**config.mk**
```make
export PLATFORM = sky130hd
export DESIGN_NAME = router_dest_reader
export DESIGN_NICKNAME = d
export VERILOG_FILES = /design/src/rtl/router_dest_reader.sv
export SDC_FILE = /design/constraint.sdc
export NUM_CORES = 1
export LEC_CHECK = 0
export ABC_AREA = 1
export BUFFER_PORTS_ARGS = -buffer_cell sky130_fd_sc_hd__buf_2
export CAP_MARGIN = 0
export CORE_ASPECT_RATIO = 1.75
export CORE_MARGIN = 5
export CORE_UTILIZATION = 60
export DETAILED_ROUTE_END_ITERATION = 8
export GPL_TIMING_DRIVEN = 0
export MAX_ROUTING_LAYER = met4
export PLACE_DENSITY = 0.82
export SYNTH_ARGS = -nofsm -noshare
export SYNTH_HDL_FRONTEND = slang
export SYNTH_SLANG_ARGS = --single-unit
```
**constraint.sdc**
```tcl
create_clock -name clock -period 3 [get_ports clock]
set_input_delay 0.6 -clock clock [delete_from_list [all_inputs] [get_ports clock]]
set_output_delay 0.6 -clock clock [all_outputs]
set_load 0.01 [all_outputs]
```
**src/rtl/router_dest_reader.sv**
```systemverilog
// Destination-side reader for one router output port: drains the FIFO, reassembles
// header/payload/parity, forwards payload bytes and reports per-packet status.
module router_dest_reader #(
  parameter int unsigned WIDTH    = 8,
  parameter int unsigned HOLD_OFF = 0
) (
  input  logic             clock,
  input  logic             reset,
  input  logic             vld_out,
  input  logic [WIDTH-1:0] data_out,
  input  logic             soft_reset,
  input  logic             sink_ready,
  output logic             read_enb,
  output logic [WIDTH-1:0] rx_data,
  output logic             rx_valid,
  output logic [1:0]       pkt_addr,
  output logic [5:0]       pkt_len,
  output logic             pkt_done,
  output logic             parity_err,
  output logic             pkt_abort
);

  localparam int unsigned CNT_W = 7;
  localparam int unsigned HO_W  = 5;

  typedef logic [HO_W:0] ho_ext_t;

  typedef enum logic [1:0] {
    S_IDLE = 2'd0,
    S_HDR  = 2'd1,
    S_BODY = 2'd2,
    S_DONE = 2'd3
  } state_t;

  state_t           r_state;
  state_t           w_next;
  logic [HO_W-1:0]  r_holdoff;
  logic [CNT_W-1:0] r_issued;
  logic [CNT_W-1:0] r_captured;
  logic [CNT_W-1:0] w_len_p1;
  logic [WIDTH-1:0] r_acc;
  logic [WIDTH-1:0] r_rx_data;
  logic             r_rd_q;
  logic             r_rx_valid;
  logic [1:0]       r_pkt_addr;
  logic [5:0]       r_pkt_len;
  logic             r_pkt_done;
  logic             r_parity_err;
  logic             r_pkt_abort;
  logic             w_holdoff_ok;
  logic             w_parity_cap;
  logic             w_abort;

  assign w_len_p1     = {1'b0, r_pkt_len} + 7'd1;
  // holdoff_cnt >= HOLD_OFF, written so a zero HOLD_OFF is not a constant compare
  assign w_holdoff_ok = (ho_ext_t'(r_holdoff) + ho_ext_t'(1)) > ho_ext_t'(HOLD_OFF);
  // Capture number len+1 (captured count == len before increment) is the parity byte
  assign w_parity_cap = r_rd_q && (r_captured == {1'b0, r_pkt_len});

  always_ff @(posedge clock) begin
    if (reset) r_state <= S_IDLE;
    else       r_state <= w_next;
  end

  always_comb begin
    w_next   = r_state;
    read_enb = 1'b0;
    w_abort  = 1'b0;
    case (r_state)
      S_IDLE: begin
        read_enb = vld_out & sink_ready & w_holdoff_ok & ~soft_reset;
        if (read_enb) w_next = S_HDR;
      end
      S_HDR: begin
        if (soft_reset) begin
          w_next  = S_IDLE;
          w_abort = 1'b1;
        end else begin
          w_next = S_BODY;
        end
      end
      S_BODY: begin
        if (soft_reset) begin
          w_next  = S_IDLE;
          w_abort = 1'b1;
        end else begin
          read_enb = vld_out & sink_ready & (r_issued < w_len_p1);
          if (w_parity_cap) w_next = S_DONE;
        end
      end
      S_DONE:  w_next = S_IDLE;
      default: w_next = S_IDLE;
    endcase
  end

  // Capture datapath: header latch, parity accumulation, payload forwarding
  always_ff @(posedge clock) begin
    if (reset) begin
      r_holdoff    <= '0;
      r_issued     <= '0;
      r_captured   <= '0;
      r_acc        <= '0;
      r_rx_data    <= '0;
      r_rd_q       <= 1'b0;
      r_rx_valid   <= 1'b0;
      r_pkt_addr   <= '0;
      r_pkt_len    <= '0;
      r_pkt_done   <= 1'b0;
      r_parity_err <= 1'b0;
      r_pkt_abort  <= 1'b0;
    end else begin
      r_rx_valid  <= 1'b0;
      r_pkt_done  <= 1'b0;
      r_pkt_abort <= w_abort;
      r_rd_q      <= read_enb;

      if (r_state == S_IDLE && vld_out && !soft_reset) begin
        if (r_holdoff != '1) r_holdoff <= r_holdoff + 5'd1;
      end else begin
        r_holdoff <= '0;
      end

      case (r_state)
        S_HDR: begin
          r_issued   <= '0;
          r_captured <= '0;
          if (!soft_reset) begin
            r_pkt_addr   <= data_out[1:0];
            r_pkt_len    <= data_out[7:2];
            r_acc        <= data_out;
            r_parity_err <= 1'b0;
          end
        end
        S_BODY: begin
          if (soft_reset) begin
            r_issued   <= '0;
            r_captured <= '0;
            r_acc      <= '0;
          end else begin
            if (read_enb) r_issued <= r_issued + 7'd1;
            if (r_rd_q) begin
              r_captured <= r_captured + 7'd1;
              if (w_parity_cap) begin
                r_parity_err <= (r_acc != data_out);
                r_pkt_done   <= 1'b1;
              end else begin
                r_acc      <= r_acc ^ data_out;
                r_rx_data  <= data_out;
                r_rx_valid <= 1'b1;
              end
            end
          end
        end
        default: ;
      endcase
    end
  end

  assign rx_data    = r_rx_data;
  assign rx_valid   = r_rx_valid;
  assign pkt_addr   = r_pkt_addr;
  assign pkt_len    = r_pkt_len;
  assign pkt_done   = r_pkt_done;
  assign parity_err = r_parity_err;
  assign pkt_abort  = r_pkt_abort;

endmodule

```
==> results of run 1 <==
## logic make-up (layout without fill, tap and decap cells)
group	after synthesis	in the layout	synth area share (%)
and+or+nand+nor	154	154	25.5
adders and majority gates	14	14	6.41
buffers and inverters	61	101	9.84
DFF	50	50	36.6
AOI/OAI and AO/OA	84	84	16.5
xor gates and xnor gates	16	16	5.13
## worst reg2reg max path, stage by stage (launching register included)
cell	delay [ns]
sky130_fd_sc_hd__dfxtp_1	0.43
sky130_fd_sc_hd__ha_1	0.21
sky130_fd_sc_hd__nand3_1	0.13
sky130_fd_sc_hd__nor2_1	0.13
sky130_fd_sc_hd__nand2_1	0.06
sky130_fd_sc_hd__ha_1	0.29
sky130_fd_sc_hd__a21oi_1	0.12
sky130_fd_sc_hd__nand2_1	0.07
sky130_fd_sc_hd__nor2_1	0.09
sky130_fd_sc_hd__nand2_1	0.08
sky130_fd_sc_hd__nand2_2	0.11
sky130_fd_sc_hd__nand2_2	0.07
sky130_fd_sc_hd__buf_6	0.14
sky130_fd_sc_hd__a21oi_1	0.13
sky130_fd_sc_hd__nor2_1	0.07
## state kept, by name (all words and copies together), names as in the netlist, 2 cells and up
| name | cells |
|---|---|
| rx_data | 8 |
| r_state | 2 |
| pkt_addr | 2 |
| r_issued | 7 |
| r_acc | 8 |
| pkt_len | 6 |
| r_captured | 7 |
| r_holdoff | 5 |
## per-layer routing
layer	vias up	GRT usage, %	wire length (um)	part of all wire, %
met3	21	3.64	228	3.6
met1	1199	26.1	2430	39
met5	-	-	0	0
li1	1320	-	-	-
met2	77	40.4	3430	55
met4	0	8.51	174	2.8
## layout make-up
type,instances,area [um^2],area share [%]
inverters,48,180,5.91
clock buffers,5,68.8,2.26
clock inverters,3,23.8,0.779
flip-flops and latches,50,1000,32.8
well taps,51,63.8,2.09
multi-input cells,268,1460,48.0
plain buffers,13,88.8,2.91
repair buffers,32,160,5.25
## layout by cell type, fill, tap and decap left out, types with 10 or more instances in the layout
cell	instances
sky130_fd_sc_hd__nand2_1	59
sky130_fd_sc_hd__a21oi_1	54
sky130_fd_sc_hd__dfxtp_1	50
sky130_fd_sc_hd__inv_1	42
sky130_fd_sc_hd__nor2_1	41
sky130_fd_sc_hd__buf_2	34
sky130_fd_sc_hd__nand3_1	27
sky130_fd_sc_hd__o21ai_0	21
sky130_fd_sc_hd__ha_1	14
sky130_fd_sc_hd__nor3_1	10
sky130_fd_sc_hd__xor2_1	10
## where the power goes
part | internal [mW] | total [mW] | switching, mW | leakage [nW]
logic | 0.162 | 0.415 | 0.252 | 0.893
clock network | 0.167 | 0.407 | 0.240 | 0.0408
registers | 0.721 | 0.768 | 0.0464 | 0.406
## through the flow
step	worst slack [ns]	std cells	hold WS (ns)	cell area (um^2)	total power, mW
5_1_grt	0.00895	470	0.466	3050	1.69
6_report	0.224	470	0.451	3050	1.59
3_5_place_dp	0.571	462	0.439	2960	1.19
2_1_floorplan	0.809	379	0.423	2730	1.09
3_3_place_gp	0.606	462	0.433	2960	1.18
4_1_cts	0.226	470	0.454	3050	1.59
## worst paths after layout
check / from / endpoint / slack, ns / depth (start not counted)
worst max-delay path: pkt_len[1] / read_enb / 0.22 / 11
worst min register to register: rx_data[6] / rx_data[6] / 0.45 / 2
worst min-delay path: rx_data[6] / rx_data[6] / 0.45 / 2
worst max register to register: pkt_len[1] / r_issued[3] / 0.76 / 14
==> results.tsv, run 1 <==
stage	metric	value	unit
placed_design	number of I/O port buffers	32	
drt	final wirelength	6.26	mm
floorplanning	die height	99.3	um
clocking	count of clock tree sinks	50	
clocking	clock network latency to the later pin of the worst-skew pair	0.30	ns
finish	Final Net Count	445	
synth	cell area after synthesis	2730	um^2
timing	final worst clock skew	0.00662	ns
timing	final critical-path required period	2.78	ns
floorplanning	Core Footprint	4400	um^2
drt	Post-DRT Antenna Nets	0	
finish	proportion of layout cells with a drive suffix above 1	15.5	%
synth	Mean Syn Cell Area	7.21	um^2
floorplanning	Initial Util	62.1	%
synth	most frequent cells after synthesis	59 x sky130_fd_sc_hd__nand2_1, 54 x sky130_fd_sc_hd__a21oi_1, 50 x sky130_fd_sc_hd__dfxtp_1, 42 x sky130_fd_sc_hd__inv_1, 41 x sky130_fd_sc_hd__nor2_1	
clocking	post-CTS repair timing setup buffer count	0	
synth	proportion of netlist area held by the largest area contributor	36.6	%
worst_setup_path	worst-path cell chain	ha_1, nand3_1, nor2_1, nand2_1, ha_1, a21oi_1, nand2_1, nor2_1, nand2_1, nand2_2, buf_2	
timing	fin. max-slew vios	0	
pwr	Worst IR Drop VDD	0.517	mV
status	status	finished clean	
clocking	TritonCTS clock tree	done	
global_route	largest net degree at the start of global routing	18	
floorplanning	Die Area	6060	um^2
worst_setup_path	arrival time at the worst endpoint	2.18	ns
global_route	aggregate global routing overflow	0	
timing	Max-Slew Margin vs Limit	65.4	%
worst_setup_path	element type at the critical path start	flop	
placed_design	placed wire-length estimate after detailed placement	4.87	mm
finish	count of inserted antenna diode cells	0	
synth	number of enable-type register cells in the synthesized netlist	0	
synth	Synth Net Count	406	
global_route	number of global-route vias before repair	2552	
worst_setup_path	Critical Path Slowest Stage Cell	sky130_fd_sc_hd__dfxtp_1	
timing	Post-Route Setup TNS	0	ns
placed_design	final RePlAce weighted congestion	0.876	
timing	unrepaired setup endpoints after global routing	false	
floorplanning	die span in x	61.0	um
global_route	global-route wire length before repair	11.0	mm
clocking	CTS clk-pin slew, worst paths	0.10	ns
finish	area delta synth->final	11.6	%
timing	timing-limited maximum frequency	0.360	GHz
drt	routed via count	2617	
drt	via-per-instance ratio	5.57	
pwr	ratio of total power to cell area	521	nW/um^2
clocking	CTS Root Buffer Type	sky130_fd_sc_hd__clkbuf_8	
drt	first-pass iteration count of the detailed router	5	
clocking	post-cts sizing count	0	
global_route	antenna violations before repair	0	
drt	total DRC errors in the routed layout	0	
floorplanning	Std-Cell Rows	32	
hold_path	Tightest Hold Check Type	reg2reg	
timing	number of endpoints failing setup at the final stage	0	
synth	count leader, synth	sky130_fd_sc_hd__nand2_1	
synth	number of distinct library cell variants in the gate-level netlist after synthesis	30	
finish	Filler Cells Inserted	414	
clocking	maximum level of the CTS H-tree	2	
synth	Synth async-reset ratio	0	%
clocking	CTS Buf Count	5	
synth	Yosys Warn Count	0	
drt	routed len/inst	13.3	um
worst_setup_path	data required time at the worst endpoint	2.40	ns
worst_setup_path	most frequent cell on the critical path	sky130_fd_sc_hd__nand2_1	
synth	ys flop type	sky130_fd_sc_hd__dfxtp_1	
synth	synth top area cells	sky130_fd_sc_hd__dfxtp_1 37%, sky130_fd_sc_hd__a21oi_1 9.9%, sky130_fd_sc_hd__nand2_1 8.1%	
synth	number of instances in the synthesized netlist	379	
worst_setup_path	crit path buf inv count	1	
job	Max Cap Violations	0	
clocking	maximum count of clock buffers along a single path	2	
worst_setup_path	Critical Path Max Stage Delay	0.43	ns
timing	pin slew with the least headroom to its limit	0.520	ns
floorplanning	I/O pins	34	
synth	synthesized flop and latch total	50	
synth	post-synthesis sequential area ratio	36.6	%
clocking	Hold Buf Count CTS	0	
pwr	leakage power of the design	1.34	nW
timing	share of the clock period used by the worst path after layout	92.5	%
worst_setup_path	Top Family by Delay on Critical Path	simple AND/OR/NAND/NOR gates	
worst_setup_path	critical setup path kind	reg2out	
synth	area leader, netlist	sky130_fd_sc_hd__dfxtp_1	
timing	Fin. Hold Viols	0	
worst_setup_path	nature of the critical path endpoint	output port	
global_route	overall fraction of global-route tracks in use	23.4	%
drt	violation count after the first detailed-route iteration	133	
finish	Layout Utilization	69.3	%
worst_setup_path	critical-path maximum fanout	5	
No activity file was read; power rests on OpenSTA's default activity.
==> inputs of run 2 (changes only) <==
- CTS_BUF_LIST: unset -> sky130_fd_sc_hd__clkbuf_16
==> results.tsv, run 2 (synthesis results as in run 1) <==
stage	metric	value	unit	change
status	status	finished clean		
clocking	post-CTS repair timing setup buffer count	0		unchanged
worst_setup_path	critical-path maximum fanout	5		unchanged
drt	via-per-instance ratio	5.54		-0.46%
worst_setup_path	most frequent cell on the critical path	sky130_fd_sc_hd__nand2_1		
finish	count of inserted antenna diode cells	0		unchanged
clocking	Hold Buf Count CTS	0		unchanged
finish	proportion of layout cells with a drive suffix above 1	15.5	%	unchanged
worst_setup_path	crit path buf inv count	1		unchanged
finish	most frequent standard cell in the layout excluding fill and tap cells	sky130_fd_sc_hd__nand2_1		
floorplanning	die span in x	61.0	um	unchanged
placed_design	final RePlAce weighted congestion	0.876		unchanged
worst_setup_path	Critical Path Slowest Stage Cell	sky130_fd_sc_hd__dfxtp_1		
placed_design	number of I/O port buffers	32		unchanged
global_route	global-route wire length before repair	11.3	mm	+2.4%
drt	total DRC errors in the routed layout	0		unchanged
clocking	CTS Buf Count	5		unchanged
finish	area delta synth->final	13.6	%	
clocking	maximum count of clock buffers along a single path	2		unchanged
timing	pin slew with the least headroom to its limit	0.534	ns	+0.0148 ns
drt	Post-DRT Antenna Nets	0		unchanged
placed_design	placement-stage worst setup slack	0.571	ns	unchanged
timing	number of endpoints failing setup at the final stage	0		unchanged
clocking	maximum level of the CTS H-tree	2		unchanged
global_route	met2 layer usage reported by global route	42.7	%	+2.4 points
global_route	number of global-route vias before repair	2571		+0.74%
timing	timing-limited maximum frequency	0.363	GHz	+0.89%
clocking	CTS Root Buffer Type	sky130_fd_sc_hd__clkbuf_16		
drt	routed via count	2605		-0.46%
pwr	leakage power of the design	1.37	nW	+1.9%
global_route	GRT busiest layer	met2		
floorplanning	Std-Cell Rows	32		unchanged
global_route	antenna violations before repair	0		unchanged
floorplanning	I/O pins	34		unchanged
timing	unrepaired setup endpoints after global routing	false		
global_route	largest net degree at the start of global routing	18		unchanged
clocking	CTS clk-pin slew, worst paths	0.07	ns	-0.03 ns
floorplanning	die height	99.3	um	unchanged
job	Max Cap Violations	0		unchanged
hold_path	Tightest Hold Check Type	reg2reg		
floorplanning	Die Area	6060	um^2	unchanged
timing	final critical-path required period	2.75	ns	-0.0246 ns
timing	worst hold slack	0.451	ns	+0.000144 ns
worst_setup_path	worst-path cell chain	ha_1, nand3_1, nor2_1, nand2_1, ha_1, a21oi_1, nand2_1, nor2_1, nand2_1, nand2_2, buf_2		
worst_setup_path	critical setup path kind	reg2out		
worst_setup_path	Critical Path Max Stage Delay	0.41	ns	-0.02 ns
finish	Final Net Count	445		unchanged
worst_setup_path	Top Family by Delay on Critical Path	simple AND/OR/NAND/NOR gates		
clocking	count of clock tree sinks	50		unchanged
worst_setup_path	internal reg-to-reg setup slack	0.75	ns	about the same
placed_design	placed wire-length estimate after detailed placement	4.87	mm	unchanged
finish	commonest non-fill, non-tap cells in the layout	59 x sky130_fd_sc_hd__nand2_1, 54 x sky130_fd_sc_hd__a21oi_1, 50 x sky130_fd_sc_hd__dfxtp_1		
timing	fin. max-slew vios	0		unchanged
floorplanning	Initial Util	62.1	%	unchanged
worst_setup_path	nature of the critical path endpoint	output port		
pwr	Worst IR Drop VDD	0.639	mV	+24%
global_route	aggregate global routing overflow	0		unchanged
timing	Max-Slew Margin vs Limit	64.4	%	-0.99 points
clocking	clock network latency to the later pin of the worst-skew pair	0.29	ns	about the same
finish	Layout Utilization	70.5	%	+1.3 points
worst_setup_path	data required time at the worst endpoint	2.40	ns	about the same
drt	final wirelength	6.50	mm	+3.9%
global_route	GR Util met1	26.2	%	+0.14 points
timing	Fin. Hold Viols	0		unchanged
pwr	ratio of total power to cell area	569	nW/um^2	+9.2%
floorplanning	Core Footprint	4400	um^2	unchanged
drt	first-pass iteration count of the detailed router	4		-1
pwr	overall power after layout	1.77	mW	+11%
clocking	post-cts sizing count	0		unchanged
clocking	TritonCTS clock tree	done		
timing	final worst clock skew	0.00441	ns	-0.00221 ns
global_route	Global Route met3 Usage	3.77	%	+0.13 points
worst_setup_path	arrival time at the worst endpoint	2.15	ns	-0.03 ns
drt	routed len/inst	13.8	um	+3.9%
global_route	overall fraction of global-route tracks in use	24.3	%	+0.93 points
timing	Post-Route Setup TNS	0	ns	unchanged
timing	post-route worst setup slack	0.248	ns	+0.0246 ns
worst_setup_path	element type at the critical path start	flop		
timing	share of the clock period used by the worst path after layout	91.7	%	-0.82 points
drt	violation count after the first detailed-route iteration	169		+27%
## run 2: cell types whose count changed in the layout (fill, tap and decap cells not counted)
cell / before / now
sky130_fd_sc_hd__clkbuf_16: 0 / 5
sky130_fd_sc_hd__clkbuf_8: 5 / 0
## run 2: worst register-to-register path, stage by stage (launching register included)
cell and delay [ns]:
sky130_fd_sc_hd__dfxtp_1 0.41, sky130_fd_sc_hd__ha_1 0.21, sky130_fd_sc_hd__nand3_1 0.13, sky130_fd_sc_hd__nor2_1 0.13, sky130_fd_sc_hd__nand2_1 0.06, sky130_fd_sc_hd__ha_1 0.29
sky130_fd_sc_hd__a21oi_1 0.12, sky130_fd_sc_hd__nand2_1 0.08, sky130_fd_sc_hd__nor2_1 0.09, sky130_fd_sc_hd__nand2_1 0.08, sky130_fd_sc_hd__nand2_2 0.11, sky130_fd_sc_hd__nand2_2 0.07
sky130_fd_sc_hd__buf_6 0.14, sky130_fd_sc_hd__a21oi_1 0.15, sky130_fd_sc_hd__nor2_1 0.06
## run 2: worst paths after layout
kind              start           to  cells after the start
min          rx_data[3]   rx_data[3]                      2
max reg2reg  pkt_len[1]  r_issued[4]                     14
max          pkt_len[1]     read_enb                     11
min reg2reg  rx_data[3]   rx_data[3]                      2
## run 2: layout make-up
class | count | area, um^2
fill | 401 | 1300
timing repair buffer | 32 | 160
tap | 51 | 63.8
clock inverter | 3 | 23.8
clock buffer | 5 | 125
buffer | 13 | 88.8
multi-input combinational | 268 | 1460
sequential | 50 | 1000
inverter | 48 | 180
## run 2: metrics by stage
stage / std cells / area, um^2
global route: 470 / 3110
CTS: 470 / 3110
floorplan: 379 / 2730
global placement: 462 / 2960
finish: 470 / 3110
detailed placement: 462 / 2960
## run 2: metal layers
| layer | routed length, um | vias to the layer above | share of wire [%] |
|---|---|---|---|
| li1 | - | 1318 | - |
| met1 | 2470 | 1203 | 38 |
| met2 | 3630 | 70 | 56 |
| met3 | 269 | 14 | 4.1 |
| met4 | 129 | 0 | 2.0 |
| met5 | 0 | - | 0 |
## run 2: power by group
part,internal [mW],switching (mW),total [mW]
clock,0.312,0.268,0.581
sequential,0.721,0.0470,0.768
combinational,0.163,0.256,0.419
